<file path="src/rtl/spi_transaction_scheduler.sv">
// spi_transaction_scheduler: round-robin sharing of one SPI controller among clients.
// Optional WAIT timeout enabled by defining SPI_SCHED_TIMEOUT_EN.

package spi_sched_pkg;

    typedef enum logic [2:0] {
        SPI_STATUS       = 3'd0,
        SPI_SLAVE_SELECT = 3'd1,
        SPI_EVENT        = 3'd2,
        SPI_TX_BUFFER    = 3'd3,
        SPI_RX_BUFFER    = 3'd4
    } spi_registers_t;

endpackage

module spi_transaction_scheduler
    import spi_sched_pkg::*;
#(
    parameter int REQUESTERS = 4,
    parameter int SLAVES     = 1,
    parameter int MAX_BURST  = 16
) (
    input  logic                                clk_i,
    input  logic                                rst_n_i,
    input  logic [REQUESTERS-1:0]               req_valid_i,
    input  logic [REQUESTERS-1:0][SLAVES-1:0]   req_slave_i,
    input  logic [REQUESTERS-1:0][4:0]          req_length_i,
    output logic [REQUESTERS-1:0]               req_ready_o,
    input  logic [REQUESTERS-1:0][7:0]          tx_data_i,
    input  logic [REQUESTERS-1:0]               tx_valid_i,
    output logic [REQUESTERS-1:0]               tx_ready_o,
    output logic [7:0]                          rx_data_o,
    output logic [REQUESTERS-1:0]               rx_valid_o,
    output logic [REQUESTERS-1:0]               done_o,
    output logic                                error_o,
    output logic                                write_o,
    output spi_registers_t                      write_address_o,
    output logic [31:0]                         write_data_o,
    output logic [3:0]                          write_strobe_o,
    input  logic                                write_error_i,
    output logic                                read_o,
    output spi_registers_t                      read_address_o,
    input  logic [31:0]                         read_data_i,
    input  logic                                read_error_i,
    input  logic                                interrupt_i
);

    localparam int PW = (REQUESTERS > 1) ? $clog2(REQUESTERS) : 1;

    localparam logic [2:0] S_IDLE     = 3'd0;
    localparam logic [2:0] S_SELECT   = 3'd1;
    localparam logic [2:0] S_LOAD     = 3'd2;
    localparam logic [2:0] S_WAIT     = 3'd3;
    localparam logic [2:0] S_CLEAR    = 3'd4;
    localparam logic [2:0] S_DRAIN    = 3'd5;
    localparam logic [2:0] S_DESELECT = 3'd6;
    localparam logic [2:0] S_DONE     = 3'd7;

`ifdef SPI_SCHED_TIMEOUT_EN
    localparam logic [15:0] TIMEOUT_CYCLES = 16'hFFFF;
    logic [15:0] tmo_q, tmo_d;
`endif

    logic [2:0]            state_q, state_d;
    logic [PW-1:0]         ptr_q, ptr_d;
    logic [PW-1:0]         owner_q, owner_d;
    logic [SLAVES-1:0]     slave_q, slave_d;
    logic [4:0]            len_q, len_d;
    logic [4:0]            cnt_q, cnt_d;
    logic                  err_q, err_d;
    logic                  rx_pend_q, rx_pend_d;

    logic                  win_found;
    logic [PW-1:0]         win_idx;
    logic [SLAVES-1:0]     sel_slave;
    logic [4:0]            sel_len;
    logic                  slave_ok;
    logic                  req_ok;
    logic [REQUESTERS-1:0] own_oh;
    logic                  unused_rd;

    assign unused_rd = ^read_data_i[31:8];
    assign own_oh    = REQUESTERS'(1) << owner_q;
    assign write_strobe_o = '1;
    assign rx_valid_o = rx_pend_q ? own_oh : '0;
    assign rx_data_o  = rx_pend_q ? read_data_i[7:0] : 8'h00;

    // Round-robin search: first requester at or after the pointer, wrapping.
    always_comb begin
        int k;
        logic [PW-1:0] kk;
        win_found = 1'b0;
        win_idx   = '0;
        k         = 0;
        kk        = '0;
        for (int i = 0; i < REQUESTERS; i++) begin
            k = int'(ptr_q) + i;
            if (k >= REQUESTERS) begin
                k = k - REQUESTERS;
            end
            kk = PW'(k);
            if (!win_found && req_valid_i[kk]) begin
                win_found = 1'b1;
                win_idx   = kk;
            end
        end
    end

    // Validate the winning request before any SPI access is made.
    always_comb begin
        sel_slave = req_slave_i[win_idx];
        sel_len   = req_length_i[win_idx];
        slave_ok  = (sel_slave != '0) &&
                    ((sel_slave & (sel_slave - SLAVES'(1))) == '0);
        req_ok    = slave_ok && (sel_len != 5'd0) &&
                    (sel_len <= 5'(MAX_BURST));
    end

    // Transaction sequencer and SPI register port drive.
    always_comb begin
        state_d   = state_q;
        ptr_d     = ptr_q;
        owner_d   = owner_q;
        slave_d   = slave_q;
        len_d     = len_q;
        cnt_d     = cnt_q;
        err_d     = err_q;
        rx_pend_d = 1'b0;
`ifdef SPI_SCHED_TIMEOUT_EN
        tmo_d     = 16'd0;
`endif
        req_ready_o     = '0;
        tx_ready_o      = '0;
        done_o          = '0;
        error_o         = 1'b0;
        write_o         = 1'b0;
        write_address_o = SPI_STATUS;
        write_data_o    = 32'h0;
        read_o          = 1'b0;
        read_address_o  = SPI_STATUS;

        unique case (state_q)
            S_IDLE: begin
                if (win_found && rst_n_i) begin
                    req_ready_o[win_idx] = 1'b1;
                    owner_d = win_idx;
                    slave_d = sel_slave;
                    len_d   = sel_len;
                    cnt_d   = 5'd0;
                    err_d   = !req_ok;
                    state_d = req_ok ? S_SELECT : S_DONE;
                end
            end
            S_SELECT: begin
                write_o         = 1'b1;
                write_address_o = SPI_SLAVE_SELECT;
                write_data_o    = 32'(slave_q);
                if (write_error_i) begin
                    err_d   = 1'b1;
                    state_d = S_DESELECT;
                end else begin
                    state_d = S_LOAD;
                end
            end
            S_LOAD: begin
                if (tx_valid_i[owner_q]) begin
                    write_o         = 1'b1;
                    write_address_o = SPI_TX_BUFFER;
                    write_data_o    = {24'h0, tx_data_i[owner_q]};
                    tx_ready_o      = own_oh;
                    cnt_d           = cnt_q + 5'd1;
                    if (write_error_i) begin
                        err_d   = 1'b1;
                        state_d = S_DESELECT;
                    end else if (cnt_d == len_q) begin
                        cnt_d   = 5'd0;
                        state_d = S_WAIT;
                    end
                end
            end
            S_WAIT: begin
`ifdef SPI_SCHED_TIMEOUT_EN
                tmo_d = tmo_q + 16'd1;
                if (interrupt_i) begin
                    state_d = S_CLEAR;
                end else if (tmo_q == TIMEOUT_CYCLES - 16'd1) begin
                    err_d   = 1'b1;
                    state_d = S_DESELECT;
                end
`else
                if (interrupt_i) begin
                    state_d = S_CLEAR;
                end
`endif
            end
            S_CLEAR: begin
                write_o         = 1'b1;
                write_address_o = SPI_EVENT;
                cnt_d           = 5'd0;
                if (write_error_i) begin
                    err_d   = 1'b1;
                    state_d = S_DESELECT;
                end else begin
                    state_d = S_DRAIN;
                end
            end
            S_DRAIN: begin
                read_o         = 1'b1;
                read_address_o = SPI_RX_BUFFER;
                if (read_error_i) begin
                    err_d   = 1'b1;
                    state_d = S_DESELECT;
                end else begin
                    rx_pend_d = 1'b1;
                    cnt_d     = cnt_q + 5'd1;
                    if (cnt_d == len_q) begin
                        state_d = S_DESELECT;
                    end
                end
            end
            S_DESELECT: begin
                write_o         = 1'b1;
                write_address_o = SPI_SLAVE_SELECT;
                if (write_error_i) begin
                    err_d = 1'b1;
                end
                state_d = S_DONE;
            end
            S_DONE: begin
                done_o  = own_oh;
                error_o = err_q;
                ptr_d   = (owner_q == PW'(REQUESTERS - 1)) ?
                          '0 : owner_q + PW'(1);
                state_d = S_IDLE;
            end
            default: begin
                state_d = S_IDLE;
            end
        endcase
    end

    // State registers; reset drops straight to IDLE without a deselect.
    always_ff @(posedge clk_i) begin
        if (!rst_n_i) begin
            state_q   <= S_IDLE;
            ptr_q     <= '0;
            owner_q   <= '0;
            slave_q   <= '0;
            len_q     <= 5'd0;
            cnt_q     <= 5'd0;
            err_q     <= 1'b0;
            rx_pend_q <= 1'b0;
`ifdef SPI_SCHED_TIMEOUT_EN
            tmo_q     <= 16'd0;
`endif
        end else begin
            state_q   <= state_d;
            ptr_q     <= ptr_d;
            owner_q   <= owner_d;
            slave_q   <= slave_d;
            len_q     <= len_d;
            cnt_q     <= cnt_d;
            err_q     <= err_d;
            rx_pend_q <= rx_pend_d;
`ifdef SPI_SCHED_TIMEOUT_EN
            tmo_q     <= tmo_d;
`endif
        end
    end

endmodule

</file>
<file path="config.mk">
export PLATFORM = sky130hd
export DESIGN_NAME = spi_transaction_scheduler
export DESIGN_NICKNAME = d
export VERILOG_FILES = /design/src/rtl/spi_transaction_scheduler.sv
export SDC_FILE = /design/constraint.sdc
export NUM_CORES = 1
export LEC_CHECK = 0
export ABC_AREA = 0
export ABC_CLOCK_PERIOD_IN_PS = 2650
export CAP_MARGIN = 40
export CORE_MARGIN = 2
export CORE_UTILIZATION = 31
export CTS_CLUSTER_SIZE = 8
export DETAILED_ROUTE_END_ITERATION = 16
export PLACE_DENSITY_LB_ADDON = 0.08
export SETUP_SLACK_MARGIN = 0.2
export SKIP_LAST_GASP = 1
export SYNTH_ARGS = -nofsm -noshare
export SYNTH_HDL_FRONTEND = slang
export SYNTH_SLANG_ARGS = --single-unit
export TNS_END_PERCENT = 5
</file>
<file path="constraint.sdc">
create_clock -name clk_i -period 2.65 [get_ports clk_i]
set_clock_uncertainty 0.15 [all_clocks]
set_input_delay 0.6625 -clock clk_i [delete_from_list [all_inputs] [get_ports clk_i]]
set_output_delay 0.6625 -clock clk_i [all_outputs]
set_load 0.02 [all_outputs]
</file>
==> Implementation_results.wiki <==
{| class="wikitable"
! Metric !! Value
|-
| Result of the run || finished, violations left
|-
| Violated checks || setup timing
|-
| Required arrival time at the worst endpoint || around 1.8 ns
|-
| Commonest register cell after synthesis || dfxtp_1
|-
| Dominant combinational cell family by area after synthesis || simple AND/OR/NAND/NOR gates
|-
| RSZ-0062 raised after global routing || true
|-
| Global-route wire length before repair || about 11000 um
|-
| Combinational Power Share || 0.683
|-
| Dpl cells || 504
|-
| Total inserted antenna cells || 0
|-
| Clock edge transition at the registers on the reported setup and hold paths || 0.08 ns
|-
| Final std cell area, no fill || 3680 um2
|-
| Final critical delay including setup and external delays || 2.71 ns
|-
| Number of different library cells in the post-synthesis netlist || 48
|-
| Highest net fanout along the worst path || 5
|-
| Sum of net half-perimeters after detailed placement || 5700 um
|-
| R2r worst-path depth || 12
|-
| Power per standard cell area || 596 nW/um2
|-
| Clock net sink count || 20
|-
| Pre-Repair DR Iteration Count || 4
|-
| Final critical-path share of the clock period || 1.02
|-
| Final layout net count || 530
|-
| Cells on Worst Hold Path || 2
|-
| Finish-stage setup viols || 18
|-
| Sequential-to-total area share from yosys stat || 0.179
|-
| Fraction of synthesized area in multiplexers || 0.193
|-
| Total count of hold-check failures in the final report || 0
|-
| Critical path arrival || around 1.9 ns
|-
| Detailed-route wire length per cell || 13.7 um
|-
| Cell at the slowest stage of the critical path || mux4_2
|-
| Number of buffers added on ports || roughly 110
|-
| Synthesized-area fraction occupied by ao, oa, aoi and oai cells || 0.159
|-
| Via count of the first global-routing pass || 2318
|-
| Antenna violations before repair || 0
|-
| Total buffers and inverters traversed by the critical path || 2
|-
| Summed instance area of the synthesized netlist || 2240 um2
|-
| Worst-path cell chain || clkdlybuf4s15_2 > mux4_2 > o21bai_1 > o21ai_1 > buf_2
|-
| Switching Fraction || 0.436
|-
| Syn-to-layout area delta || 64.1%
|-
| Number of vias after detailed routing || 2425
|-
| Top cells by area in the synthesized netlist || dfxtp_1 18%, buf_4 11%, mux2i_1 10%
|-
| Number of filler cells placed in the layout || 690
|-
| Maximum vdd ir drop || 334 uV
|-
| Std cell rows || 30
|-
| Later-pin clock latency in the skew report || 0.26 ns
|-
| Crit. End Element || output port
|-
| Maximum buffer depth of the clock tree || 2
|-
| Placeable core region || 6910 um2
|-
| Gr ovfl total || 0
|-
| Number of hold-repair buffers added at the cts stage || 0
|-
| CTS tree || done
|-
| GRT Resource Usage Total || 0.169
|-
| Maximum clock frequency || ~370 MHz
|-
| Fraction of registers with async set or reset after synthesis || 0
|-
| Critical path depth || 5
|-
| Part of the power in the clock network || 0.111
|-
| Part of the total power dissipated in sequential elements || 0.205
|-
| Crit path max-delay family || multiplexers
|-
| CTS root buffer || clkbuf_8
|-
| Area share of fa/ha/maj cells after synthesis || 0.0324
|-
| H-Tree Depth || 1
|-
| WHS || 0.322 ns
|-
| Count of nets left with antenna violations after detail routing || 0
|-
| Static leakage || 1.63 nW
|-
| I/O pin count || 170
|-
| # Max-Cap Violations || 0
|-
| Net switching power || around 0.96 mW
|-
| Count of placed standard cells in the final layout, fillers left out || between 500 and 600
|-
| Number of instances in the synthesized netlist || roughly 280
|-
| Area of placed instances || 3560 um2
|-
| Initial Util || 0.324
|-
| Post-synth EDFFs || 0
|-
| Type of the worst min-delay path || flip-flop to flip-flop
|-
| Cell taking the most area after synthesis || dfxtp_1
|-
| Area share of the largest cell type after synthesis || 0.179
|-
| Count of final max-slew check failures || 0
|-
| Final setup slack of the worst path || -0.0642 ns
|-
| Final weighted congestion of routability-driven global placement || 0.767
|-
| Detail-routed via count per cell || 4.67
|-
| Pin count of the biggest net entering global routing || 18
|-
| Residual DRC || 0
|-
| Simple-gate portion of the synthesized area || 0.248
|-
| Critical Path Max Stage Delay || approximately 0.55 ns
|-
| WL final || 7120 um
|-
| Die area || 7920 um2
|-
| Number of synthesized register bits || 20
|-
| Initial drt markers || 48
|-
| Critical path startpoint category || input port
|-
| WS Path Type || input port to output port
|-
| Yosys warns || 0
|-
| Clock buffer count from CTS || 3
|-
| Overall die width || approximately 89 um
|-
| Layout cells sized above 1 || 0.229
|-
| Syn avg cell area || ~8.0 um2
|-
| Xor and xnor fraction of the mapped netlist area || 0.0313
|-
| Height of the chip || 89.0 um
|-
| Setup WS pre-CTS || -0.781 ns
|-
| Cell Int Power || 1.24 mW
|}
-- power by group through the flow --
stage               Combinational (mW)  Sequential, mW  Clock (mW)
finish                            1.50           0.450       0.244
global route                      1.65           0.461       0.263
CTS                               1.49           0.449       0.252
detailed placement                1.45           0.454           0
global placement                  1.44           0.452           0
floorplan                        0.905           0.422           0
-- worst paths after layout --
kind,start,end,slack [ns]
max,tx_valid_i[0],write_address_o[0],-0.06
min,slave_q$_SDFFE_PN0P_,slave_q$_SDFFE_PN0P_,0.32
max reg2reg,owner_q[0]$_SDFFE_PN0P_,err_q$_SDFFE_PN0P_,0.13
min reg2reg,slave_q$_SDFFE_PN0P_,slave_q$_SDFFE_PN0P_,0.32
-- metal layers --
metal | share of wire | track usage | vias to the layer above
met3 | 0.089 | 0.0416 | 2
li1 | - | - | 1218
met5 | 0 | 0 | -
met2 | 0.49 | 0.311 | 94
met4 | 0.0025 | 0.0285 | 0
met1 | 0.42 | 0.201 | 1111
-- placed cells by master (no fill, tap or decap), types with 3 or more instances in the layout --
master	instances
dfxtp_1	19
inv_1	10
xnor2_1	5
nand3b_1	4
buf_4	45
mux2i_1	20
nor2_1	11
clkdlybuf4s50_1	83
clkbuf_8	4
mux4_2	10
conb_1	31
ha_1	5
xor2_1	3
and2_1	18
dlygate4sd2_1	3
nor3_1	5
o21ai_0	13
buf_6	3
a21boi_0	3
nand2_1	30
nand3_1	10
a31oi_1	4
a211o_1	3
buf_2	16
a21oi_1	9
mux2i_2	3
and3_1	13
-- final cells by class --
class / instances / area [um2] / share of cell area
flip-flops and latches: 20 / 402 / 0.109
repair buffers: 156 / 1390 / 0.378
well taps: 96 / 120 / 0.0327
inverters: 10 / 37.5 / 0.0102
multi-input cells: 233 / 1670 / 0.455
clock buffers: 4 / 55.1 / 0.0150
-- cell families (layout without fill, tap and decap cells) --
kind of cell / count (synthesis) / after routing
AO/OA/AOI/OAI: 52 / 52
XOR/XNOR: 8 / 8
adder cells (fa/ha/maj): 6 / 6
buffers and inverters: 58 / 170
flip-flops: 20 / 20
multiplexers: 32 / 33
other: 2 / 31
AND/OR/NAND/NOR: 103 / 103
-- what timing repair did --
action | CTS | global route
cloned | 2 | 0
endpoints found under the setup margin | 53 | 42
setup buffers | 9 | 0
gates resized for setup | 135 | 4
pin swaps | 10 | 1
-- state kept, by name (all words and copies together) (netlist names) --
name	cells
cnt_q	5
len_q	5
state_q	3
owner_q	2
ptr_q	2
err_q	1
rx_pend_q	1
slave_q	1
-- cell usage after synthesis, drive strengths merged (2+ instances only) --
cell / instances
dfxtp: 20
a211o: 3
buf: 37
nor2: 12
nand2b: 2
o21a: 2
mux2i: 23
xnor2: 5
and3: 14
xor2: 3
clkbuf: 11
nand3: 10
conb: 2
nand2: 30
and2: 18
inv: 10
nor3: 6
a21oi: 10
a31oi: 4
nand3b: 4
mux4: 9
o21ai: 17
ha: 5
a21boi: 4
a2bb2oi: 2
-- through the flow --
step / total power [mW] / TNS, ns / util
floorplan: 1.33 / 0 / -
finish: 2.19 / -0.534 / 0.532
global route: 2.37 / -2.16 / 0.532
global placement: 1.90 / -16.38 / 0.515
detailed placement: 1.90 / -17.56 / 0.515
CTS: 2.19 / -0.660 / 0.531
-- worst reg2reg max path: stages (launching register included) --
cell and delay, ns:
dfxtp_2 0.38, mux4_2 0.61, o21bai_1 0.25, buf_4 0.15, buf_4 0.09, buf_4 0.09, buf_4 0.09, buf_4 0.09
a21oi_2 0.05, and3_1 0.18, nand3_1 0.08, mux2i_1 0.09, nor3_2 0.15
(Power assumes the default switching activity.)
